File: src/rtl/gate_sensor_decoder.sv
// Gate beam-sensor front end: synchronise, debounce, decode passage direction into car_in/car_out pulses.
// Optional aborted-passage counter on port abort_cnt is built only when GATE_ABORT_CNT_EN is defined.
module gate_sensor_decoder #(
    parameter int DEBOUNCE_CYCLES = 16,
    parameter int TIMEOUT_CYCLES  = 65535,
    parameter int CNT_W           = 16
) (
    input  logic       clk,
    input  logic       reset,
    input  logic       sensor_outer,
    input  logic       sensor_inner,
    output logic       car_in,
    output logic       car_out,
    output logic       busy,
    output logic       fault
`ifdef GATE_ABORT_CNT_EN
    ,
    output logic [7:0] abort_cnt
`endif
);

    typedef enum logic [3:0] {
        IDLE, EN_A, EN_AB, EN_B, EX_B, EX_BA, EX_A, CLR_WAIT, FAULT
    } state_t;

    // Bit 1 carries the outer beam, bit 0 the inner beam throughout.
    logic [1:0]       sync1_r, sync2_r, deb_r, deb_nxt_s;
    logic [CNT_W-1:0] dcnt_r     [2];
    logic [CNT_W-1:0] dcnt_nxt_s [2];
    state_t           state_r, step_s, nxt_s;
    logic [CNT_W-1:0] dwell_r;
    logic             passage_s;

    // Sequence step for one debounced sample (o,i); every unlisted combination is an abort.
    function automatic state_t passage_step(input state_t st, input logic [1:0] oi);
        state_t r;
        r = IDLE;
        case (st)
            IDLE:  case (oi) 2'b10: r = EN_A;  2'b01: r = EX_B;  2'b11: r = CLR_WAIT; default: r = IDLE; endcase
            EN_A:  case (oi) 2'b10: r = EN_A;  2'b11: r = EN_AB; 2'b00: r = IDLE;     default: r = CLR_WAIT; endcase
            EN_AB: case (oi) 2'b11: r = EN_AB; 2'b01: r = EN_B;  2'b10: r = EN_A;     default: r = CLR_WAIT; endcase
            EN_B:  case (oi) 2'b01: r = EN_B;  2'b00: r = IDLE;  2'b11: r = EN_AB;    default: r = CLR_WAIT; endcase
            EX_B:  case (oi) 2'b01: r = EX_B;  2'b11: r = EX_BA; 2'b00: r = IDLE;     default: r = CLR_WAIT; endcase
            EX_BA: case (oi) 2'b11: r = EX_BA; 2'b10: r = EX_A;  2'b01: r = EX_B;     default: r = CLR_WAIT; endcase
            EX_A:  case (oi) 2'b10: r = EX_A;  2'b00: r = IDLE;  2'b11: r = EX_BA;    default: r = CLR_WAIT; endcase
            CLR_WAIT, FAULT: r = (oi == 2'b00) ? IDLE : st;
            default: r = IDLE;
        endcase
        return r;
    endfunction

    // Two-flop synchronisers for both raw beams.
    always_ff @(posedge clk or posedge reset) begin
        if (reset) begin
            sync1_r <= 2'b00;
            sync2_r <= 2'b00;
        end else begin
            sync1_r <= {sensor_outer, sensor_inner};
            sync2_r <= sync1_r;
        end
    end

    // Debounce: level follows the synced value after DEBOUNCE_CYCLES consecutive mismatching cycles.
    always_comb begin
        deb_nxt_s = deb_r;
        for (int k = 0; k < 2; k++) begin
            dcnt_nxt_s[k] = '0;
            if (sync2_r[k] != deb_r[k]) begin
                if (dcnt_r[k] == CNT_W'(DEBOUNCE_CYCLES - 1)) begin
                    deb_nxt_s[k]  = sync2_r[k];
                    dcnt_nxt_s[k] = '0;
                end else begin
                    dcnt_nxt_s[k] = dcnt_r[k] + CNT_W'(1);
                end
            end else begin
                dcnt_nxt_s[k] = '0;
            end
        end
    end

    // Debounced level and mismatch counters.
    always_ff @(posedge clk or posedge reset) begin
        if (reset) begin
            deb_r     <= 2'b00;
            dcnt_r[0] <= '0;
            dcnt_r[1] <= '0;
        end else begin
            deb_r     <= deb_nxt_s;
            dcnt_r[0] <= dcnt_nxt_s[0];
            dcnt_r[1] <= dcnt_nxt_s[1];
        end
    end

    // The FSM reacts to the level the debouncer commits on this same edge, so a raw edge
    // reaches the state register 2 + DEBOUNCE_CYCLES cycles later.
    always_comb begin
        step_s    = passage_step(state_r, deb_nxt_s);
        passage_s = (state_r != IDLE) && (state_r != FAULT);
        if ((step_s == state_r) && passage_s && (dwell_r == CNT_W'(TIMEOUT_CYCLES - 1))) begin
            nxt_s = FAULT;
        end else begin
            nxt_s = step_s;
        end
    end

    // Passage FSM with dwell timer and registered pulse/status outputs.
    always_ff @(posedge clk or posedge reset) begin
        if (reset) begin
            state_r <= IDLE;
            dwell_r <= '0;
            car_in  <= 1'b0;
            car_out <= 1'b0;
            busy    <= 1'b0;
            fault   <= 1'b0;
        end else begin
            state_r <= nxt_s;
            dwell_r <= ((nxt_s != state_r) || !passage_s) ? '0 : dwell_r + CNT_W'(1);
            car_in  <= (state_r == EN_B) && (nxt_s == IDLE);
            car_out <= (state_r == EX_A) && (nxt_s == IDLE);
            busy    <= (nxt_s != IDLE);
            fault   <= (nxt_s == FAULT);
        end
    end

`ifdef GATE_ABORT_CNT_EN
    logic [7:0] abort_r;
    logic       abort_ev_s;

    assign abort_ev_s = (nxt_s != state_r) && ((nxt_s == CLR_WAIT) || (nxt_s == FAULT));

    // Saturating count of entries into CLR_WAIT or FAULT; only reset clears it.
    always_ff @(posedge clk or posedge reset) begin
        if (reset) begin
            abort_r <= 8'd0;
        end else if (abort_ev_s && (abort_r != 8'd255)) begin
            abort_r <= abort_r + 8'd1;
        end else begin
            abort_r <= abort_r;
        end
    end

    assign abort_cnt = abort_r;
`endif

endmodule

File: config.mk
export PLATFORM = sky130hd
export DESIGN_NAME = gate_sensor_decoder
export DESIGN_NICKNAME = d
export VERILOG_FILES = /design/src/rtl/gate_sensor_decoder.sv
export SDC_FILE = /design/constraint.sdc
export NUM_CORES = 1
export LEC_CHECK = 0
export ABC_AREA = 1
export BUFFER_PORTS_ARGS = -buffer_cell sky130_fd_sc_hd__buf_2
export CAP_MARGIN = 10
export CORE_MARGIN = 5
export CORE_UTILIZATION = 45
export CTS_CLUSTER_SIZE = 25
export DETAILED_ROUTE_END_ITERATION = 16
export PLACE_DENSITY_LB_ADDON = 0.15
export SETUP_SLACK_MARGIN = 0.4
export SYNTH_ARGS = -nofsm -noshare
export SYNTH_HDL_FRONTEND = slang
export SYNTH_SLANG_ARGS = --single-unit
export TNS_END_PERCENT = 20
File: constraint.sdc
create_clock -name clk -period 2.7 [get_ports clk]
set_clock_uncertainty 0.05 [all_clocks]
set_input_delay 0 -clock clk [delete_from_list [all_inputs] [get_ports clk]]
set_output_delay 0 -clock clk [all_outputs]
set_load 0.005 [all_outputs]
* Yosys cells after proc, flatten, opt, wreduce, memory -nomap -nowiden
Index checks and enable logic that the tools add are counted.
** Storage, ports and cells
- Flip-flop bits (word level) :: 62
- Bits of input ports :: 4
- Output and inout port bits :: 4
- Word-level logic and storage cells :: 66
** Cells by class
- Add/sub/neg operators :: 3
- Equal/unequal tests :: 20
- Mux-type cells :: 19
- Reductions and logical operators :: 13
** Operators with widths (number)
- two-way mux 16 bit :: 5
- one-hot mux 3 bit (3 select lines) :: 6
- adder 16 x 1 -> 16 bit, second input constant :: 3
- == test 16 x 4 -> 1 bit, second input constant :: 2
- one-hot mux 4 bit (8 select lines) :: 1
- == test 16 bit, second input constant :: 1
- == test 4 x 3 -> 1 bit, second input constant :: 4
- == test 4 x 2 -> 1 bit, second input constant :: 2
- == test 4 bit, second input constant :: 2
- zero test 4 bit :: 2
- two-way mux 4 bit :: 2
- nonzero test 4 bit :: 2
- one-hot mux 2 bit (3 select lines) :: 1
- logical AND 1 bit :: 5
- == test 2 bit, second input constant :: 2
- == test 4 x 1 -> 1 bit, second input constant :: 1
- == test 4 bit :: 1
- two-way mux 1 bit :: 4
- inequality test 4 bit :: 1
- inequality test 4 bit, second input constant :: 1
- == test 2 x 1 -> 1 bit, second input constant :: 1
- zero test 2 bit :: 1
- inequality test 1 bit :: 2
- OR reduction 2 bit :: 1
- 2 further kinds :: 2

* Longest topological paths before layout
Gate-level depths: netlist of the first run.
- Depth in word-level cells :: 13
- Depth in mapped cells :: 19
- Depth with buffers taken out :: 18

* Least setup slack after synthesis of the first run
OpenSTA, ideal clock, no wires.
- Path kind :: reg-to-reg
- Start :: register dcnt_r[16] (netlist name)
- End :: register dwell_r[13]
- Library setup time :: 125 ps
- Arrival time :: 2160 ps
- Slack :: 365 ps
- Cell stages (with the launch flop) :: 18
- Buffers on the path :: 1
- Period minus slack after synthesis :: 2335 ps
- Cells stage by stage :: dfrtp_1 -> ha_1 -> nand3_4 -> nor2_8 -> nand3_2 -> nand2_4 -> nand2_8 -> nand2_2 -> inv_2 -> nor2_4 -> nand4_1 -> nand2_2 -> nand3_2 -> nand3_1 -> nand2_2 -> nand3_4 -> buf_12 -> nor2_4
** On the way
- Longest elaborated chain between the ends :: 13
- Elaborated cells on any way between the ends :: 23
- Those cells by class :: eq/ne: 6; mux: 13; reduce/logical: 4
** RTL lines
- start: declaration :: RTL line 28 : logic [CNT_W-1:0] dcnt_r [2];
- == test 16 x 4 -> 1 bit * :: RTL line 69 : if (dcnt_r[k] == CNT_W'(DEBOUNCE_CYCLES - 1)) begin
- two-way mux 1 bit * :: RTL line 69
- two-way mux 1 bit * :: RTL line 68 : if (sync2_r[k] != deb_r[k]) begin
- == test 2 bit (tied with other cells)
- one-hot mux 3 bit (3 select lines) (tied with other cells) :: RTL line 45 : EX_A: case (oi) 2'b10: r = EX_A; 2'b00: r = IDLE; 2'b11: r = EX_BA; default: r = CLR_WAIT; endcase
- one-hot mux 4 bit (8 select lines) * :: RTL line 38 : case (st)
- == test 4 bit :: RTL line 99 : if ((step_s == state_r) && passage_s && (dwell_r == CNT_W'(TIMEOUT_CYCLES - 1))) begin
- logical AND 1 bit (2 in a row) :: RTL line 99
- two-way mux 4 bit * :: RTL line 99
- inequality test 4 bit * :: RTL line 117 : dwell_r <= ((nxt_s != state_r) || !passage_s) ? '0 : dwell_r + CNT_W'(1);
- logical OR 1 bit * :: RTL line 117
- two-way mux 16 bit * :: RTL line 117
- end signal: assignment :: RTL line 117
- end: declaration :: RTL line 31 : logic [CNT_W-1:0] dwell_r;
Every way passes the cells marked *; elsewhere a longest branch is shown, timed or not.

* Final worst setup path of the first run
- Start :: register dcnt_r[1] (netlist name)
- End :: register dwell_r[13]
** On the way
- Longest elaborated chain between the ends :: 13
- Elaborated cells on any way between the ends :: 23
- Those cells by class :: eq/ne: 6; mux: 13; reduce/logical: 4
** RTL lines
- == test 16 x 4 -> 1 bit * :: RTL line 69
- two-way mux 1 bit * :: RTL line 69
- two-way mux 1 bit * :: RTL line 68
- net deb_nxt_s[1] :: RTL line 27 : logic [1:0] sync1_r, sync2_r, deb_r, deb_nxt_s;
- == test 2 bit (tied with other cells)
- one-hot mux 3 bit (3 select lines) (tied with other cells) :: RTL line 45
- one-hot mux 4 bit (8 select lines) * :: RTL line 38
- == test 4 bit :: RTL line 99
- logical AND 1 bit (2 in a row) :: RTL line 99
- two-way mux 4 bit * :: RTL line 99
- inequality test 4 bit * :: RTL line 117
- logical OR 1 bit * :: RTL line 117
- two-way mux 16 bit * :: RTL line 117
Mark *: on every way through the listed nets, which the timed path passes. The rest lies on a longest branch.

==> results.md, run 1 <==
* Via density at 4.897
* Largest net degree at the start of global routing at 45
* WP data arrival at 2.68 ns
* Root Driver: clkbuf_8
* Gr ovfl total at 0
* Final period util at 0.9309
* GRT Util Overall at 0.1593
* Drt wl/cell at 12.15 um
* Clock-pin slew on the worst setup and hold paths at 0.07 ns
* Clock Path Buffers at 2
* Max-slew headroom at 0.6325
* DR iter-0 viols at 88
* First-pass GRT wire length at 12.74 mm
* Yosys warnings at 0
* DP Wirelength at 5.049 mm
* N_diodes at 0
* Most frequent cell after synthesis: nor2_1
* IO buf count at 7
* #FFs+latches synth at 62
* DIE HEIGHT at 98.99 um
* Core area at 7727 um^2
* Power Dens Cells at 399.9 nW/um^2
* Maximum Capacitance Violations at 0
* Cells after Synth at 434
* Filler cells at 699
* Area Overhead vs Synth at 21.56%
* Worst Hold Class: input port to asynchronous set/reset pin
* LEAKAGE at 1.950 nW
* Vias at 2860
* Top cell type's share of synthesized area at 0.4354
* Tmin final at 2.513 ns
* Syn nets at 442
* Fin nets at 486
* Critical Setup Path Class: flip-flop to flip-flop
* DRT antenna net count at 0
* Multi-input logic area at 1931 um^2
* Fin. Hold Viols at 0
* Nature of the critical path startpoint: flip-flop
* Post-synth top cells: 80 x nor2_1, 63 x nand2_1, 62 x dfrtp_1
* Clock Sinks at 62
* CTS tree: done
* Syn avg cell area at 8.211 um^2
* GP Congestion at 0.8297
* Htree depth at 3
* Seq/Total Area, Yosys at 0.4354
* Power Total at 1.732 mW
* Synthesized area at 3563 um^2
* Cell taking the most area after synthesis: dfrtp_1
* Final Instance Area at 4332 um^2
* Final wirelength at 7.096 mm
* Slew @ Worst Pin at 0.5513 ns
* DRT Pass-1 Iters at 4
* Slew Limit Fails at 0
* Initial antenna violation count at 0
* EDFF count, synth at 0
* Worst-skew pair later-pin latency at 0.34 ns
* Residual DRC at 0
* Status: finished, final reports clean
* Max rail drop VDD at 0.3064 mV
* Row cnt at 32
* Synth top area cells: dfrtp_1 44%, nor2_1 8.4%, nand2_1 6.6%
* Die X at 98.99 um
* Proportion of layout cells with a drive suffix above 1 at 0.2635
* Worst path required time at 2.87 ns
* Yosys cell types at 36
* Ys async rst share at 1.000
* RSZ-0062 raised after global routing: true
* Max Clk Rate at 397.9 MHz
* Initial Util at 0.4611
* Setup_tns at 0 ns
* Number of global-route vias before repair at 2850
* CP Capture Type: flip-flop
* Placed cell area at 3754 um^2
* I/O pins at 8
* CTS Buf Count at 9
* Crit-path max FO at 6
* Synth Flop Type: dfrtp_1
* Final setup fails at 0
* DIE AREA at 9798 um^2
* Storage cell area at 1551 um^2
## cell type report
cell class / count / area share
Multi-Input combinational cell: 306 / 0.4457
Sequential cell: 62 / 0.3582
Timing Repair Buffer: 36 / 0.07337
Inverter: 63 / 0.05459
Clock buffer: 14 / 0.03755
Tap cell: 102 / 0.02946
Clock inverter: 1 / 0.001155
## cells in the final DEF, fill, tap and decap left out, types with 4 or more instances in the layout
cell       n
nor3b_1    8
buf_2      7
xnor2_1    7
nand3_4    5
inv_1     59
o21ai_0    4
xor2_1    10
nor2_4    16
nor2_2    14
nand2_4    8
nand3_2    8
nand4_1    8
nand2_1   59
inv_2      4
clkbuf_8  11
nand3_1   19
nand2_2   14
buf_4     22
a21oi_1   11
nor2_1    67
dfrtp_1   62
nor3_1    24
## flip-flops by register name, indices dropped and copies added (netlist names)
register and flops:
busy 1, car_in 1, car_out 1, dcnt_r 32, deb_r 2, dwell_r 16, fault 1, state_r 4
sync1_r 2, sync2_r 2
## worst max-delay path, cell delays in order (launching register included)
cell and delay (ns):
dfrtp_1 0.41, ha_4 0.18, nand3_4 0.11, nor2_4 0.05, nand2_2 0.09, nand2_2 0.07, nand2_4 0.13, nand2_1 0.10
nand2_1 0.11, nand4_1 0.17, a21oi_2 0.21, nand3_2 0.12, o211ai_1 0.12, inv_2 0.07, nand3_4 0.10, buf_4 0.14
buf_16 0.13, nor2_4 0.03
## cell families after synthesis
| logic type | count (synthesis) | share of synthesized area |
|---|---|---|
| fa+ha+maj | 4 | 0.01405 |
| buf+inv | 66 | 0.07409 |
| simple gates | 258 | 0.3862 |
| compound gates | 27 | 0.04846 |
| xor+xnor | 17 | 0.04178 |
| flops | 62 | 0.4354 |
## per-layer routing
layer,track usage,vias to the layer above,part of all wire
li1,-,1461,-
met1,0.1999,1345,0.46
met2,0.2629,44,0.49
met3,0.04388,10,0.040
met4,0.05672,0,0.016
met5,0,-,0
## repair_timing
| action | 4_1_cts | 5_1_grt |
|---|---|---|
| hold buffers | 3 | 0 |
| gates resized for setup | 19 | 19 |
| gates cloned | 1 | 0 |
| pin swaps | 16 | 12 |
| hold endpoints to repair | 20 | 0 |
| buffers inserted | 16 | 6 |
| endpoints found under the setup margin | 20 | 32 |
## path summary, 6_finish.rpt
| check | cells after the start | slack, ns | startpoint | to |
|---|---|---|---|---|
| worst max-delay path | 17 | 0.19 | dcnt_r[1] | dwell_r[13] |
| worst min-delay path | 3 | 0.13 | reset | dcnt_r[1] |
| worst max register to register | 17 | 0.19 | dcnt_r[1] | dwell_r[13] |
| worst min register to register | 0 | 0.30 | sync1_r[1] | sync2_r[1] |
| max in group asynchronous | 4 | 1.58 | reset | dwell_r[1] |
| min in group clk | 2 | 0.26 | sensor_inner | sync1_r[0] |
## power breakdown
group	internal [mW]	leakage, nW	total [mW]	switching, mW
Clock	0.378	0.0865	0.716	0.338
Sequential	0.940	0.852	0.950	0.0107
Combinational	0.0250	1.01	0.0655	0.0406
Total	1.34	1.95	1.73	0.389
## metrics by stage
stage	instances	hold WS (ns)	setup WS [ns]	utilization
6_report	584	0.1283	0.1867	0.5606
5_1_grt	584	0.1747	0.01930	0.5606
4_1_cts	578	0.1289	0.1943	0.5463
3_5_place_dp	543	-0.04575	0.08214	0.4858
3_3_place_gp	543	-0.04185	0.1824	0.4858
2_1_floorplan	434	-0.01857	0.4036	-
(Power assumes the default switching activity.)
==> run 2, diff against run 1 <==
- clock period: 2.7 -> 3.2 ns (I/O delays scaled with it)
==> results.md, run 2 (same netlist as run 1, synthesis figures left out) <==
* Worst slack, placed at 0.4971 ns (+0.4150 ns)
* Core area at 7727 um^2 (unchanged)
* Clock-pin slew on the worst setup and hold paths at 0.07 ns (about the same)
* Crit-path max FO at 16 (+10)
* Tmin final at 2.613 ns (+0.09980 ns)
* Max Clk Rate at 382.7 MHz (-3.8%)
* N_diodes at 0 (unchanged)
* Residual DRC at 0 (unchanged)
* Post-layout util at 0.5196 (-0.04096)
* Final setup fails at 0 (unchanged)
* WP data arrival at 2.79 ns (+0.11 ns)
* DR iter-0 viols at 92 (+4.5%)
* Nature of the critical path startpoint: flip-flop
* GP Congestion at 0.8544 (+3.0%)
* Slowest CP cell: dfrtp_1
* Worst-skew pair later-pin latency at 0.34 ns (about the same)
* DRT Pass-1 Iters at 4 (unchanged)
* Slowest stage delay, CP at 0.37 ns (-0.04 ns)
* Largest register FFs at 32 (unchanged)
* Initial Util at 0.4611 (unchanged)
* Status: finished, final reports clean
* Fin nets at 462 (-4.9%)
* CTS tree: done
* Clock Sinks at 62 (unchanged)
* Max-slew headroom at 0.5100 (-0.1225)
* Largest net degree at the start of global routing at 36 (-20%)
* Power Dens Cells at 411.1 nW/um^2 (+2.8%)
* Number of global-route vias before repair at 2698 (-5.3%)
* Maximum Capacitance Violations at 0 (unchanged)
* Biggest register: dcnt_r
* RSZ-0062 raised after global routing: true
* Vias at 2778 (-2.9%)
* Clock Path Buffers at 2 (unchanged)
* Final wirelength at 6.652 mm (-6.3%)
* Critical Setup Path Class: flip-flop to flip-flop
* Worst Hold Class: input port to flip-flop
* GRT Util Overall at 0.1510 (-0.008343)
* Htree depth at 3 (unchanged)
* Drt wl/cell at 11.86 um (-2.4%)
* Max rail drop VDD at 0.2250 mV (-27%)
* Most common cell after layout, fill and taps aside: nor2_1
* Root Driver: clkbuf_8
* Row cnt at 32 (unchanged)
* CP Capture Type: flip-flop
* Die X at 98.99 um (unchanged)
* Final setup margin at 0.5869 ns (+0.4002 ns)
* I/O pins at 8 (unchanged)
* DIE AREA at 9798 um^2 (unchanged)
* Via density at 4.952 (+1.1%)
* Initial antenna violation count at 0 (unchanged)
* Commonest cells after routing, fill and taps aside: 80 x nor2_1, 63 x nand2_1, 62 x dfrtp_1
* Fin. Hold Viols at 0 (unchanged)
* DRT antenna net count at 0 (unchanged)
* Final period util at 0.8166 (-0.1143)
* Setup_tns at 0 ns (unchanged)
* IO buf count at 7 (unchanged)
* DP Wirelength at 4.901 mm (-2.9%)
* CTS Buf Count at 9 (unchanged)
* Gr ovfl total at 0 (unchanged)
* Proportion of layout cells with a drive suffix above 1 at 0.1765 (-0.08701)
* Filler cells at 749 (+7.2%)
* DIE HEIGHT at 98.99 um (unchanged)
* LEAKAGE at 1.823 nW (-6.5%)
* Worst path required time at 3.38 ns (+0.51 ns)
* Top flop regs: dcnt_r: 32 flops, dwell_r: 16 flops, state_r: 4 flops
* First-pass GRT wire length at 12.07 mm (-5.3%)
* CP cell instances: ha_1 > nand3_4 > nor2_4 > nand3_1 > nand2_4 > nand2_4 > nand3_1 > nand4_1 > a21oi_2 > nand3_2 > o211ai_1 > inv_2 > nand3_4 > buf_12 > nor2_1
* Slew Limit Fails at 0 (unchanged)
* Slew @ Worst Pin at 0.7340 ns (+0.1827 ns)
* Area Overhead vs Synth at 12.68%
run 2: power breakdown:
| part | internal (mW) | switching, mW |
|---|---|---|
| sequential | 0.793 | 0.00752 |
| clock | 0.502 | 0.302 |
| combinational | 0.0142 | 0.0325 |
run 2: per-layer routing:
metal  vias to the layer above  part of all wire  global-route usage  wire [um]
met3                        10             0.029             0.03185        191
li1                       1414                 -                   -          -
met4                         0             0.017             0.06303        110
met2                        28              0.47              0.2366       3128
met5                         -                 0                   0          0
met1                      1326              0.48              0.2026       3222
run 2: cell type report:
type / count / area, um^2 / share of cell area
Clock buffer: 13 / 168.9 / 0.04207
Multi-Input combinational cell: 306 / 1773 / 0.4416
Inverter: 63 / 236.5 / 0.05890
Timing Repair Buffer: 12 / 92.59 / 0.02306
Clock inverter: 3 / 65.06 / 0.01620
Tap cell: 102 / 127.6 / 0.03179
Sequential cell: 62 / 1551 / 0.3864
run 2: path summary, 6_finish.rpt:
check                        startpoint          to  slack [ns]  cells past startpoint
max in group asynchronous         reset   dcnt_r[1]        1.97                      4
min reg2reg                  sync1_r[1]  sync2_r[1]        0.32                      0
max reg2reg                   dcnt_r[0]  dwell_r[3]        0.59                     15
max                           dcnt_r[0]  dwell_r[3]        0.59                     15
min                        sensor_outer  sync1_r[1]        0.25                      2
min in group asynchronous         reset  dcnt_r[28]        0.28                      3
run 2: critical path: cells and delay by family (launching register included):
family	cells	cell delay, ns
fa+ha+maj	1	0.25
flops	1	0.37
compound gates	2	0.37
buf+inv	2	0.27
simple gates	10	1.18
run 2: metrics by stage:
step                std cells  hold WS [ns]  instance area [um^2]  total power, mW
finish                    561        0.2452                  4015            1.651
global route              561        0.2380                  4015            1.709
CTS                       560        0.2182                  3970            1.678
detailed placement        541       0.05934                  3706           0.8594
global placement          541       0.05925                  3706           0.8589
floorplan                 434      -0.01857                  3563           0.8460
run 2: repair_timing:
action / in CTS / in global routing
endpoints found under the setup margin: 0 / 16
gates resized for setup: 0 / 5
hold endpoints to repair: 36 / 0
hold buffers: 3 / 0
buffers inserted: 0 / 1
==> run 3, diff against run 2 <==
- clock period: 3.2 -> 2.5 ns (I/O delays scaled with it)
==> results.md, run 3 (same netlist as run 1, synthesis figures left out) <==
* Status: finished, final reports clean
* Clock-pin slew on the worst setup and hold paths at 0.07 ns (about the same)
* Proportion of layout cells with a drive suffix above 1 at 0.3077 (+0.1312)
* Fin nets at 487 (+5.4%)
* N_diodes at 0 (unchanged)
* Initial Util at 0.4611 (unchanged)
* Row cnt at 32 (unchanged)
* Worst-skew pair later-pin latency at 0.35 ns (about the same)
* Nature of the critical path startpoint: flip-flop
* Max-slew headroom at 0.6960 (+0.1861)
* Final period util at 0.9724 (+0.1558)
* GRT Util Overall at 0.1569 (+0.005969)
* I/O pins at 8 (unchanged)
* Fin. Hold Viols at 0 (unchanged)
* Top flop regs: dcnt_r: 32 flops, dwell_r: 16 flops, state_r: 4 flops
* Final setup fails at 0 (unchanged)
* Via density at 4.901 (-1.0%)
* WP data arrival at 2.66 ns (-0.13 ns)
* Die X at 98.99 um (unchanged)
* RSZ-0062 raised after global routing: true
* Core area at 7727 um^2 (unchanged)
* DIE AREA at 9798 um^2 (unchanged)
* Worst slack, placed at 0.02626 ns (-0.4709 ns)
* Maximum Capacitance Violations at 0 (unchanged)
* Drt wl/cell at 12.36 um (+4.3%)
* Final setup margin at 0.06898 ns (-0.5179 ns)
* Commonest cells after routing, fill and taps aside: 64 x nor2_1, 62 x dfrtp_1, 56 x nand2_1
* First-pass GRT wire length at 12.46 mm (+3.3%)
* DRT Pass-1 Iters at 4 (unchanged)
* Post-layout util at 0.5708 (+0.05117)
* CP Capture Type: flip-flop
* CTS Buf Count at 9 (unchanged)
* Initial antenna violation count at 0 (unchanged)
* Vias at 2857 (+2.8%)
* Residual DRC at 0 (unchanged)
* DR iter-0 viols at 95 (+3.3%)
* Critical Setup Path Class: flip-flop to flip-flop
* DP Wirelength at 4.914 mm (+0.27%)
* Largest net degree at the start of global routing at 33 (-8.3%)
* Root Driver: clkbuf_8
* CTS tree: done
* Slew Limit Fails at 0 (unchanged)
* Gr ovfl total at 0 (unchanged)
* Number of global-route vias before repair at 2786 (+3.3%)
* Crit-path max FO at 8 (-8)
* Clock Sinks at 62 (unchanged)
* Final hold slack at 0.04542 ns (-0.1997 ns)
* DIE HEIGHT at 98.99 um (unchanged)
* DRT antenna net count at 0 (unchanged)
* Max rail drop VDD at 0.2234 mV (-0.74%)
* Largest register FFs at 32 (unchanged)
* Htree depth at 3 (unchanged)
* Max Clk Rate at 411.4 MHz (+7.5%)
* Tmin final at 2.431 ns (-0.1821 ns)
* Power Dens Cells at 441.0 nW/um^2 (+7.3%)
* Setup_tns at 0 ns (unchanged)
* Worst Hold Class: input port to asynchronous set/reset pin
* LEAKAGE at 2.043 nW (+12%)
* IO buf count at 7 (unchanged)
* Final wirelength at 7.208 mm (+8.4%)
* Clock Path Buffers at 2 (unchanged)
* Area Overhead vs Synth at 23.77%
* Worst path required time at 2.72 ns (-0.66 ns)
* GP Congestion at 0.8710 (+1.9%)
* Slew @ Worst Pin at 0.4548 ns (-0.2792 ns)
* Biggest register: dcnt_r
* Most common cell after layout, fill and taps aside: nor2_1
==> run 3: worst max-delay path, cell delays in order (launching register included) <==
cell and delay, ns:
dfrtp_1 0.40, ha_4 0.17, nand3_4 0.11, nor2_4 0.11, nand2_2 0.09, nand2_2 0.09
nand2_4 0.08, nand2_4 0.10, nand2_4 0.06, o21ai_4 0.15, nand3_2 0.10, nand2_2 0.09
nand2_2 0.08, nand3_4 0.11, o211ai_1 0.11, inv_2 0.08, nand3_4 0.10, buf_12 0.17
nor2_1 0.09
==> run 3: metrics by stage <==
step	power, mW	area (um^2)	instances
after detailed placement	1.109	3832	548
after global routing	2.019	4410	583
after global placement	1.108	3832	548
after floorplan	1.089	3625	434
final	1.945	4410	583
after CTS	1.973	4170	573
==> run 3: worst paths after layout <==
path                              start           to  slack, ns  cells after the start
max                           dcnt_r[0]  dwell_r[15]       0.07                     18
min                               reset   sync2_r[0]       0.05                      3
max reg2reg                   dcnt_r[0]  dwell_r[15]       0.07                     18
min reg2reg                  sync1_r[1]   sync2_r[1]       0.31                      0
max in group asynchronous         reset   dwell_r[5]       1.70                      4
min in group clk           sensor_outer   sync1_r[1]       0.25                      2
==> run 3: area by class of cell <==
cell class              count  area (um^2)
fillers                   671         3317
multi-input cells         306         2018
flip-flops and latches     62         1551
repair buffers             37        300.3
inverters                  63        236.5
clock buffers              11        141.4
well taps                 102        127.6
clock inverters             2        35.03
==> run 3: layer usage <==
| metal | vias up | global-route usage | routed length [um] |
|---|---|---|---|
| met5 | - | 0 | 0 |
| met4 | 0 | 0.07878 | 174 |
| met3 | 16 | 0.03114 | 181 |
| met2 | 31 | 0.2495 | 3371 |
| met1 | 1355 | 0.2030 | 3480 |
| li1 | 1455 | - | - |
==> run 3: what timing repair did <==
item,4_1_cts,5_1_grt
setup buffers,8,10
gates cloned,1,0
hold buffers,3,0
setup endpoints to repair,28,35
gates resized for setup,10,46
pin swaps,15,35
hold endpoints to repair,64,0
==> run 3: power by group <==
| group | internal (mW) | leakage (nW) | switching [mW] |
|---|---|---|---|
| Combinational | 0.0250 | 1.10 | 0.0445 |
| Sequential | 1.01 | 0.852 | 0.0119 |
| Clock | 0.470 | 0.0911 | 0.379 |
